===== src/rtl/call_stack_pkg.sv =====
// call_stack_pkg: default sizes, pointer width and {push,pop} operation encoding for call_stack
package call_stack_pkg;
  localparam int WIDTH_DEF = 8;
  localparam int DEPTH_DEF = 8;
  localparam int PTR_W = $clog2(DEPTH_DEF) + 1;
  typedef enum logic [1:0] {
    IDLE    = 2'b00,
    POP     = 2'b01,
    PUSH    = 2'b10,
    REPLACE = 2'b11
  } op_e;
endpackage


===== src/rtl/call_stack_mem.sv =====
// stack_mem: DEPTH x WIDTH register file, sync write (clk, we, waddr, wdata), async read (raddr -> rdata)
module stack_mem #(
  parameter int WIDTH = 8,
  parameter int DEPTH = 8,
  localparam int AW = $clog2(DEPTH)
) (
  input  logic             clk,
  input  logic             we,
  input  logic [AW-1:0]    waddr,
  input  logic [WIDTH-1:0] wdata,
  input  logic [AW-1:0]    raddr,
  output logic [WIDTH-1:0] rdata
);
  logic [WIDTH-1:0] mem [DEPTH];
  always_ff @(posedge clk)
    if (we) mem[waddr] <= wdata;
  always_comb rdata = mem[raddr];
endmodule


===== src/rtl/call_stack.sv =====
// call_stack: return-address stack feeding PC load (ret_addr/ret_valid); count/empty/full status; sticky overflow/underflow with err_clear when CALL_STACK_ERR_EN is defined
module call_stack
  import call_stack_pkg::*;
#(
  parameter int WIDTH = WIDTH_DEF,
  parameter int DEPTH = DEPTH_DEF,
  localparam int PW = $clog2(DEPTH) + 1,
  localparam int AW = $clog2(DEPTH)
) (
  input  logic             clk,
  input  logic             reset,
  input  logic             push,
  input  logic             pop,
  input  logic [WIDTH-1:0] push_data,
  output logic [WIDTH-1:0] ret_addr,
  output logic             ret_valid,
  output logic [PW-1:0]    count,
  output logic             empty,
  output logic             full,
  input  logic             err_clear,
  output logic             overflow,
  output logic             underflow
);
  logic [PW-1:0] sp, sp_dec;
  logic [WIDTH-1:0] top;
  op_e op;
  logic we, pop_ok, push_ok;
  always_comb begin
    op = op_e'({push, pop});
    sp_dec = sp - PW'(1);
    empty = sp == '0;
    full = sp == PW'(DEPTH);
    count = sp;
    push_ok = op == PUSH && !full;
    pop_ok = op == REPLACE || (op == POP && !empty);
    we = push_ok || (op == REPLACE && !empty);
  end
  stack_mem #(.WIDTH(WIDTH), .DEPTH(DEPTH)) u_mem (
    .clk  (clk),
    .we   (we),
    .waddr(op == REPLACE ? sp_dec[AW-1:0] : sp[AW-1:0]),
    .wdata(push_data),
    .raddr(sp_dec[AW-1:0]),
    .rdata(top)
  );
  always_ff @(posedge clk)
    if (reset) begin
      sp <= '0;
      ret_valid <= 1'b0;
      ret_addr <= '0;
    end else begin
      sp <= push_ok ? sp + PW'(1) : (op == POP && !empty) ? sp_dec : sp;
      ret_valid <= pop_ok;
      if (pop_ok) ret_addr <= empty ? push_data : top;
    end
`ifdef CALL_STACK_ERR_EN
  always_ff @(posedge clk)
    if (reset) begin
      overflow <= 1'b0;
      underflow <= 1'b0;
    end else begin
      overflow <= (op == PUSH && full) || (overflow && !err_clear);
      underflow <= (op == POP && empty) || (underflow && !err_clear);
    end
`else
  logic unused_err_clear;
  always_comb begin
    unused_err_clear = err_clear;
    overflow = 1'b0;
    underflow = 1'b0;
  end
`endif
endmodule


===== config.mk =====
export PLATFORM = sky130hd
export DESIGN_NAME = call_stack
export DESIGN_NICKNAME = d
export VERILOG_FILES = /design/src/rtl/call_stack_pkg.sv /design/src/rtl/call_stack_mem.sv /design/src/rtl/call_stack.sv
export SDC_FILE = /design/constraint.sdc
export NUM_CORES = 1
export LEC_CHECK = 0
export BUFFER_PORTS_ARGS = -buffer_cell sky130_fd_sc_hd__buf_2
export CAP_MARGIN = 20
export CORE_UTILIZATION = 55
export CTS_CLUSTER_SIZE = 40
export DETAILED_ROUTE_END_ITERATION = 8
export GPL_TIMING_DRIVEN = 0
export PLACE_DENSITY_LB_ADDON = 0.05
export SYNTH_ARGS = -nofsm -noshare
export SYNTH_HDL_FRONTEND = slang
export SYNTH_SLANG_ARGS = --single-unit

===== constraint.sdc =====
create_clock -name clk -period 3.3 [get_ports clk]
set_input_delay 0.99 -clock clk [delete_from_list [all_inputs] [get_ports clk]]
set_output_delay 0.99 -clock clk [all_outputs]
set_load 0.01 [all_outputs]

---- Word level (Yosys, flattened, before mapping) ----
Memories as Yosys holds them, arrays and structs flattened.
Cells that the tools add are included.
cells by class
  $add $sub $neg .......................... 2
  equal/unequal tests ..................... 4
  multiplexer cells ....................... 6
  reductions and logical operators ........ 9
operators by type and width
  operator               count
  $mux W4                2
  $mux W8                1
  $add A4 B1 Y4 const B  1
  $eq A2 B2 Y1 const B   2
  $eq A4 B4 Y1 const B   1
  $logic_not A4 Y1       1
  $sub A4 B1 Y4 const B  1
  $logic_and A1 B1 Y1    3
  $mux W3                1
  $eq A2 B1 Y1 const B   1
  $logic_not A1 Y1       2
  $logic_or A1 B1 Y1     2
  $mux W1                2
  $reduce_bool A2 Y1     1
word-level totals
  register bits ........................... 13
  memory bits (writable) .................. 64
  output and inout port bits .............. 17
  logic and storage cells ................. 25
  memories ................................ 1
memories
  memory     words  bits a word  rd ports  clocked after Yosys merged registers in  wr ports  line                  text
  u_mem.mem  8      8            1         0                                        1         call_stack_mem.sv:14  logic [WIDTH-1:0] mem [DEPTH];

---- Depth between registers and ports, before layout ----
Gate-level depths: netlist of the first run.
  word-level depth ........................ 6
  mapped depth ............................ 9
  depth with buffers taken out ............ 6

---- By module ----
From an unflattened synthesis of the first run, not the netlist that was laid out.
second synthesis, totals
  cells, all modules ...................... 191
  area, all modules ....................... 3,319.4 um^2
modules (own cells, without submodules)
  module      instances  cells each  area each (um^2)
  stack_mem   1          106         2,531.2
  call_stack  1          85          788.3

---- Worst setup path before layout of the first run ----
Ideal clock, no wire load.
  path type ............................... input to register
  start point ............................. in pop
  end point ............................... mem u_mem.mem[2][0], enable pin
  library setup time ...................... 370 ps
  arrival time ............................ 2,219 ps
  slack ................................... 711 ps
  stages .................................. 6
  path buffers ............................ 2
  cells stage by stage .................... clkbuf_1 -> buf_2 -> nand3b_1 -> o2bb2ai_1 -> o21ai_0 -> nor2_1
on the way
  cells in the longest elaborated chain, start to end .. 5
  elaborated cells between the ends (all ways) .. 8
  classes of those cells .................. eq/ne (2); mux (3); reduce/logical (3)
ends and longest elaborated chain
  what                                    line                                                  text
  start, declared                         call_stack.sv:13                                      input logic pop,
  $eq A2 B2 Y1 (on tied branches)         call_stack.sv:34, call_stack.sv:36, call_stack.sv:41
  $logic_and A1 B1 Y1 (on tied branches)  call_stack.sv:34, call_stack.sv:36
  $logic_or A1 B1 Y1                      call_stack.sv:36                                      we = push_ok || (op == REPLACE && !empty);
  $mux W1                                 call_stack_mem.sv:16                                  if (we) mem[waddr] <= wdata;
  $mux W1 (not written as such)           call_stack_mem.sv:16
  end, declared                           call_stack_mem.sv:14
Several ways; a longest one is shown, not always the timed one.

---- Worst setup path after layout of the first run ----
  start point ............................. reg sp[0] (netlist: count[0])
  end point ............................... mem u_mem.mem[0][6], enable pin
on the way
  cells in the longest elaborated chain, start to end .. 6
  elaborated cells between the ends (all ways) .. 11
  classes of those cells .................. add/sub (1); eq/ne (1); mux (3); reduce/logical (6)
ends and longest elaborated chain
  what                                                     line                                text
  start, declared                                          call_stack.sv:24                    logic [PW-1:0] sp, sp_dec;
  start signal, assigned                                   call_stack.sv:52                    sp <= push_ok ? sp + PW'(1) : (op == POP && !empty) ? sp_dec : sp;
  $eq A4 B4 Y1 / $logic_not A4 Y1 (equally long branches)  call_stack.sv:32, call_stack.sv:31
  $logic_not A1 Y1 (on tied branches)                      call_stack.sv:34, call_stack.sv:36
  $logic_and A1 B1 Y1 (on tied branches)                   call_stack.sv:34, call_stack.sv:36
  $logic_or A1 B1 Y1                                       call_stack.sv:36
  $mux W1                                                  call_stack_mem.sv:16
  $mux W1 (not written as such)                            call_stack_mem.sv:16
Several ways; a longest one is shown, not always the timed one.

==> impl_metrics.csv, run 1 <==
group,metric,value,unit
synth,synthFlopType,"edfxtp_1",
clock_tree,cts_hold_buffers,0,
clock_tree,clockBufferDepth,2,
clock_tree,clock_sinks,77,
setup_path,cp_max_fo,10,
clock_tree,clock_latency,0.35,ns
hold_path,whs_endpoint,"ret_addr[4]",
run_status,status,"finished, violations left",
placed_design,dpl.cell_count,387,
routing,wl_per_cell,23.3,um
run_status,violations,"design-rule violations",
timing,hold_viol_final,0,
global_routing,antenna_found_initial,0,
placed_design,gp_congestion,0.856,
cells_and_area,drive_above_1_share,0.212,
placed_design,dpl.hpwl,6010,um
synth,async_reset_ff_frac,0,
cells_and_area,antenna_cells,0,
synth,syn_area,3750,um^2
setup_path,required,3.29,ns
global_routing,grt_pass1_vias,2571,
floorplan,chipHeight,84.5,um
global_routing,grt_pass1_wl,14000,um
routing,first_pass_iters,9,
timing,worst_pin_slew,0.966,ns
hold_path,hold_path.class,"flip-flop to flip-flop",
timing,finalSetupTns,0,ns
timing,relSlewSlack,0.355,
routing,drt_iter0_markers,255,
clock_tree,postCtsSetupBuffers,0,
routing,drcViolationCount,4,
placed_design,port_buffers,25,
clock_tree,cts.clk_slew.worst_paths,0.09,ns
floorplan,rows,29,
synth,syn_area_per_cell,13.2,um^2
routing,vias_per_cell,6.56,
cells_and_area,nNetsFinal,336,
routing,postRouteAntennaNets,0,
job,drv_cap,0,
routing,dr_total_vias,2644,
cells_and_area,fill_cells,499,
hold_path,worstHoldStart,"ret_addr[4]",
power_and_ir_drop,vdd_drop_max,355,uV
floorplan,fp.coreArea,6460,um^2
setup_path,path_class,"flip-flop to flip-flop",
timing,maxSlewViolCount,0,
setup_path,ff2ff_path_depth,9,
synth,syn_inst,284,
timing,setup-violations-final,0,
synth,ys_seq_area_frac,0.582,
setup_path,r2r-end,"u_mem.mem[0][6]",
setup_path,r2r-start,"count[0]",
floorplan,io_pins,30,
global_routing,grt_max_degree,15,
cells_and_area,post_layout_nonfiller_instances,403,
synth,synth_cell_types,49,
routing,wirelength,9380,um
setup_path,endpoint_kind,"flip-flop",
power_and_ir_drop,finalPower,0.00252,W
timing,grt_setup_unrepaired,"yes",
setup_path,worst_setup_path_start_kind,"flip-flop",
floorplan,die_area,7150,um^2
power_and_ir_drop,powerDensity,595,nW/um^2
synth,yosys_warnings,0,
power_and_ir_drop,p_leak,1.43,nW
timing,period_minus_slack,3.23,ns
clock_tree,root_buffer,"clkbuf_8",
timing,fin_skew,0.00771,ns
clock_tree,cts_made_buffers,9,
synth,synth_edf_count,64,
floorplan,dieWidth,84.5,um
cells_and_area,final_cell_mix,"edfxtp_1 (64), mux2i_1 (32), buf_2 (29), nand2_1 (15), dfxtp_1 (13)",
clock_tree,cts.htree.levels,3,
hold_path,hold_depth,1,
timing,timing.fmax,0.310,GHz
timing,period_share,0.977,
cells_and_area,area_growth,12.8,%
setup_path,arrival,3.21,ns
setup_path,r2r_slack,0.07,ns
global_routing,overflow,0,
synth,synth-seq-cells,77,
floorplan,start_util,0.580,
clock_tree,cts_tree,"done",
global_routing,grtUsageTotal,0.276,
cells_and_area,final_common_cell,"edfxtp_1",
stage by stage:
step	hold WS, ns	area (um^2)	utilization	setup WS, ns
after floorplan	0.511	3750	-	0.711
after global placement	0.452	3970	0.615	-0.111
after detailed placement	0.457	3970	0.615	-0.159
after CTS	0.476	4210	0.651	0.0442
after global routing	0.483	4230	0.655	-0.0358
final	0.473	4230	0.655	0.0749
what timing repair did:
| item | in CTS | in global routing |
|---|---|---|
| endpoints found under the setup margin | 33 | 54 |
| endpoints found under the hold margin | 0 | 0 |
| resized for setup | 5 | 7 |
registers in the layout (all words and copies together), names as in the netlist:
register and count:
count 4, ret_valid 1, u_mem.mem 64, ret_addr 8
logic make-up after synthesis:
kind of cell / after synthesis / share of synthesized area
flip-flops: 77 / 0.582
AO/OA/AOI/OAI: 67 / 0.140
AND/OR/NAND/NOR: 65 / 0.0912
multiplexers: 40 / 0.135
buffers and inverters: 30 / 0.0401
adder cells (fa/ha/maj): 2 / 0.00668
XOR/XNOR: 2 / 0.00468
other: 1 / 0.00100
power by group:
| part | leakage [nW] | internal [W] | switching (W) |
|---|---|---|---|
| Clock | 0.105 | 0.000429 | 0.000357 |
| Sequential | 0.685 | 0.00110 | 0.0000282 |
| Combinational | 0.637 | 0.000235 | 0.000363 |
layout make-up:
class | instances | area (um^2) | share of cell area
buffer | 23 | 125 | 0.0296
clock buffer | 9 | 124 | 0.0293
clock inverter | 7 | 98.8 | 0.0234
inverter | 7 | 30.0 | 0.00710
multi-input combinational | 178 | 1450 | 0.342
sequential | 77 | 2180 | 0.516
tap | 77 | 96.3 | 0.0228
timing repair buffer | 25 | 125 | 0.0296
per-layer routing:
metal	track usage	up-vias	wire (um)
met5	0	-	0
met2	0.411	140	4260
li1	-	1198	-
met4	0.163	0	363
met3	0.0688	27	819
met1	0.369	1279	3940
worst max-delay path, stage by stage (launching register included):
cell and delay [ns]:
dfxtp_1 0.46, clkinvlp_4 0.23, ha_1 0.32, buf_4 0.22, buf_4 0.25, buf_2 0.33
inv_1 0.11, o2bb2ai_1 0.20, o21ai_0 0.21, nor2_2 0.50
worst max-delay path by stage:
stage / to / start / slack (ns)
after floorplan: u_mem.mem[2][0] / pop / 0.71
after global placement: u_mem.mem[5][5] / count[0] / -0.11
after detailed placement: u_mem.mem[5][0] / count[0] / -0.16
after CTS: u_mem.mem[3][2] / count[0] / 0.04
after global routing: u_mem.mem[0][1] / count[0] / -0.04
final: u_mem.mem[0][6] / count[0] / 0.07
Yosys cell counts (3+ instances only):
| library cell | instances | share of area |
|---|---|---|
| a21oi_1 | 11 | 0.015 |
| a21o_1 | 3 | 0.0060 |
| mux2i_1 | 32 | 0.085 |
| edfxtp_1 | 64 | 0.51 |
| and2_1 | 6 | 0.010 |
| nor2b_1 | 8 | 0.013 |
| o221ai_1 | 6 | 0.014 |
| nand2_1 | 15 | 0.015 |
| mux4_2 | 7 | 0.042 |
| buf_4 | 7 | 0.014 |
| nand2b_1 | 5 | 0.0083 |
| dfxtp_1 | 13 | 0.069 |
| o22ai_1 | 3 | 0.0050 |
| a221oi_1 | 8 | 0.019 |
| clkbuf_1 | 10 | 0.010 |
| buf_2 | 3 | 0.0040 |
| o21ai_0 | 7 | 0.0093 |
| o311ai_0 | 7 | 0.016 |
| nor3b_1 | 4 | 0.0080 |
| inv_1 | 5 | 0.0050 |
| nor2_1 | 13 | 0.013 |
| a32o_1 | 8 | 0.021 |
Power figures use the tool's default switching activity.
==> run 2: changes to the inputs <==
--- a/config.mk
+++ b/config.mk
@@ -5,8 +5,9 @@
 export SDC_FILE = /design/constraint.sdc
 export NUM_CORES = 1
 export LEC_CHECK = 0
-export BUFFER_PORTS_ARGS = -buffer_cell sky130_fd_sc_hd__buf_2
+export BUFFER_PORTS_ARGS = -buffer_cell sky130_fd_sc_hd__buf_4
 export CAP_MARGIN = 20
+export CORE_ASPECT_RATIO = 2
 export CORE_UTILIZATION = 55
 export CTS_CLUSTER_SIZE = 40
 export DETAILED_ROUTE_END_ITERATION = 8
==> constraint.sdc (replaced) <==
create_clock -name clk -period 4 [get_ports clk]
set_input_delay 1.2 -clock clk [delete_from_list [all_inputs] [get_ports clk]]
set_output_delay 1.2 -clock clk [all_outputs]
set_load 0.01 [all_outputs]
==> run 2 against run 1 <==
The run now ends clean. Worst hold slack about the same. Sequential cell count unchanged. Die area grew 0.27%. Highest routed layer unchanged. Register-to-register slack better by 0.34 ns.
==> impl_metrics.csv, run 2 (synthesis gave the netlist of run 1 again) <==
group,metric,value,unit
floorplan,start_util,0.566,
cells_and_area,post_layout_nonfiller_instances,415,
setup_path,worst_setup_path_start_kind,"flip-flop",
setup_path,path_class,"flip-flop to primary output",
clock_tree,cts.clk_slew.worst_paths,0.06,ns
hold_path,hold_path.class,"flip-flop to flip-flop",
timing,timing.fmax,0.272,GHz
clock_tree,root_buffer,"clkbuf_16",
power_and_ir_drop,powerDensity,521,nW/um^2
placed_design,gp_congestion,0.870,
setup_path,critPathMaxStageDelay,0.54,ns
timing,finalSetupTns,0,ns
clock_tree,clock_latency,0.33,ns
cells_and_area,nNetsFinal,337,
routing,postRouteAntennaNets,0,
job,drv_cap,0,
timing,setup-violations-final,0,
routing,wirelength,9810,um
routing,drcViolationCount,0,
clock_tree,cts_made_buffers,9,
clock_tree,cts_tree,"done",
floorplan,rows,42,
timing,relSlewSlack,0.249,
cells_and_area,area_growth,16.5,%
cells_and_area,antenna_cells,0,
placed_design,dpl.hpwl,6540,um
timing,period_share,0.920,
timing,grt_setup_unrepaired,"no",
global_routing,grtUsageTotal,0.295,
clock_tree,clock_sinks,77,
cells_and_area,largest_register,"u_mem.mem",
routing,drt_iter0_markers,254,
floorplan,io_pins,30,
global_routing,overflow,0,
power_and_ir_drop,pwr-share-seq,0.412,
cells_and_area,largest_reg_flops,64,
timing,maxSlewViolCount,0,
cells_and_area,finish.utilization,0.659,
power_and_ir_drop,vdd_drop_max,431,uV
floorplan,chipHeight,119,um
setup_path,arrival,2.48,ns
setup_path,endpoint_kind,"primary output",
floorplan,die_area,7170,um^2
global_routing,antenna_found_initial,0,
timing,fin_skew,0.00603,ns
power_and_ir_drop,pwr-share-clk,0.367,
placed_design,port_buffers,25,
routing,first_pass_iters,5,
routing,wl_per_cell,23.6,um
setup_path,cp_slowest_cell,"clkbuf_1",
timing,hold_viol_final,0,
power_and_ir_drop,internal_power,0.00166,W
power_and_ir_drop,comb_power_share,0.221,
global_routing,grt_pass1_vias,2646,
setup_path,required,2.80,ns
cells_and_area,fill_cells,541,
timing,worst_pin_slew,1.12,ns
setup_path,cp_max_fo,10,
cells_and_area,final_common_cell,"edfxtp_1",
clock_tree,postCtsSetupBuffers,0,
routing,dr_total_vias,2681,
cells_and_area,final_cell_mix,"edfxtp_1 (64), buf_4 (32), mux2i_1 (32), nand2_1 (15)",
clock_tree,cts.htree.levels,3,
global_routing,grt_pass1_wl,14300,um
power_and_ir_drop,swShare,0.272,
clock_tree,clockBufferDepth,2,
clock_tree,cts-resized-gates,0,
global_routing,grt_max_degree,13,
run_status,status,"completed",
floorplan,fp.coreArea,6620,um^2
clock_tree,cts_hold_buffers,0,
placed_design,placed_area,4050,um^2
cells_and_area,fin_area,4370,um^2
setup_path,crit_chain,"clkinv_1 > ha_1 > nand2b_1 > clkbuf_1 > nor2_1 > buf_4",
timing,period_minus_slack,3.68,ns
placed_design,dpl.cell_count,398,
routing,vias_per_cell,6.46,
cells_and_area,drive_above_1_share,0.180,
power_and_ir_drop,p_leak,1.49,nW
floorplan,dieWidth,60.4,um
power_and_ir_drop,switchingPower,0.000619,W
-- run 2: cell count changes in the layout (fill, tap and decap cells not counted), moves of 3 or more --
cell        before  now
nor2_1           6   13
buf_2           29    3
clkbuf_8         9    0
nor2_2           5    0
clkinvlp_4       3    0
buf_4            7   32
clkbuf_16        0    9
-- run 2: stage by stage --
| stage | setup slack, ns | hold WS (ns) | power, W |
|---|---|---|---|
| floorplan | 1.20 | 0.511 | 0.00128 |
| global placement | 0.503 | 0.464 | 0.00144 |
| detailed placement | 0.435 | 0.460 | 0.00145 |
| CTS | 0.364 | 0.476 | 0.00228 |
| global route | 0.218 | 0.482 | 0.00235 |
| finish | 0.322 | 0.473 | 0.00228 |
-- run 2: area by class of cell --
type                            count  area [um^2]  area share
Tap cell                           88          110      0.0252
Buffer                             23          124      0.0284
Clock inverter                      6         77.6      0.0178
Sequential cell                    77         2180       0.500
Clock buffer                       10          229      0.0524
Multi-Input combinational cell    178         1420       0.325
Timing Repair Buffer               26          199      0.0456
Inverter                            7         26.3     0.00602
-- run 2: worst max-delay path, delay by kind of cell (launching register included) --
kind / cells / cell delay, ns
adders and majority gates: 1 / 0.37
buffers and inverters: 3 / 1.03
DFF: 1 / 0.45
and+or+nand+nor: 2 / 0.30
-- run 2: final timing paths --
kind	startpoint	to	slack, ns	cells past startpoint
setup / recovery	count[0]	full	0.32	6
hold / removal	ret_addr[2]	ret_addr[2]	0.47	1
setup reg to reg	count[0]	u_mem.mem[1][4]	0.41	9
hold reg to reg	ret_addr[2]	ret_addr[2]	0.47	1
-- run 2: routing by layer --
| layer | up-vias | track usage | wire length [um] |
|---|---|---|---|
| met5 | - | 0 | 0 |
| met4 | 0 | 0.201 | 456 |
| met3 | 34 | 0.0547 | 516 |
| met2 | 115 | 0.478 | 5230 |
| met1 | 1339 | 0.335 | 3600 |
| li1 | 1193 | - | - |
-- run 2: power groups by stage --
stage	clock (W)	sequential, W	combinational [W]
after CTS	0.000843	0.000938	0.000496
after global placement	0	0.000953	0.000488
after floorplan	0	0.000955	0.000328
after detailed placement	0	0.000955	0.000494
final	0.000836	0.000938	0.000503
after global routing	0.000871	0.000942	0.000536
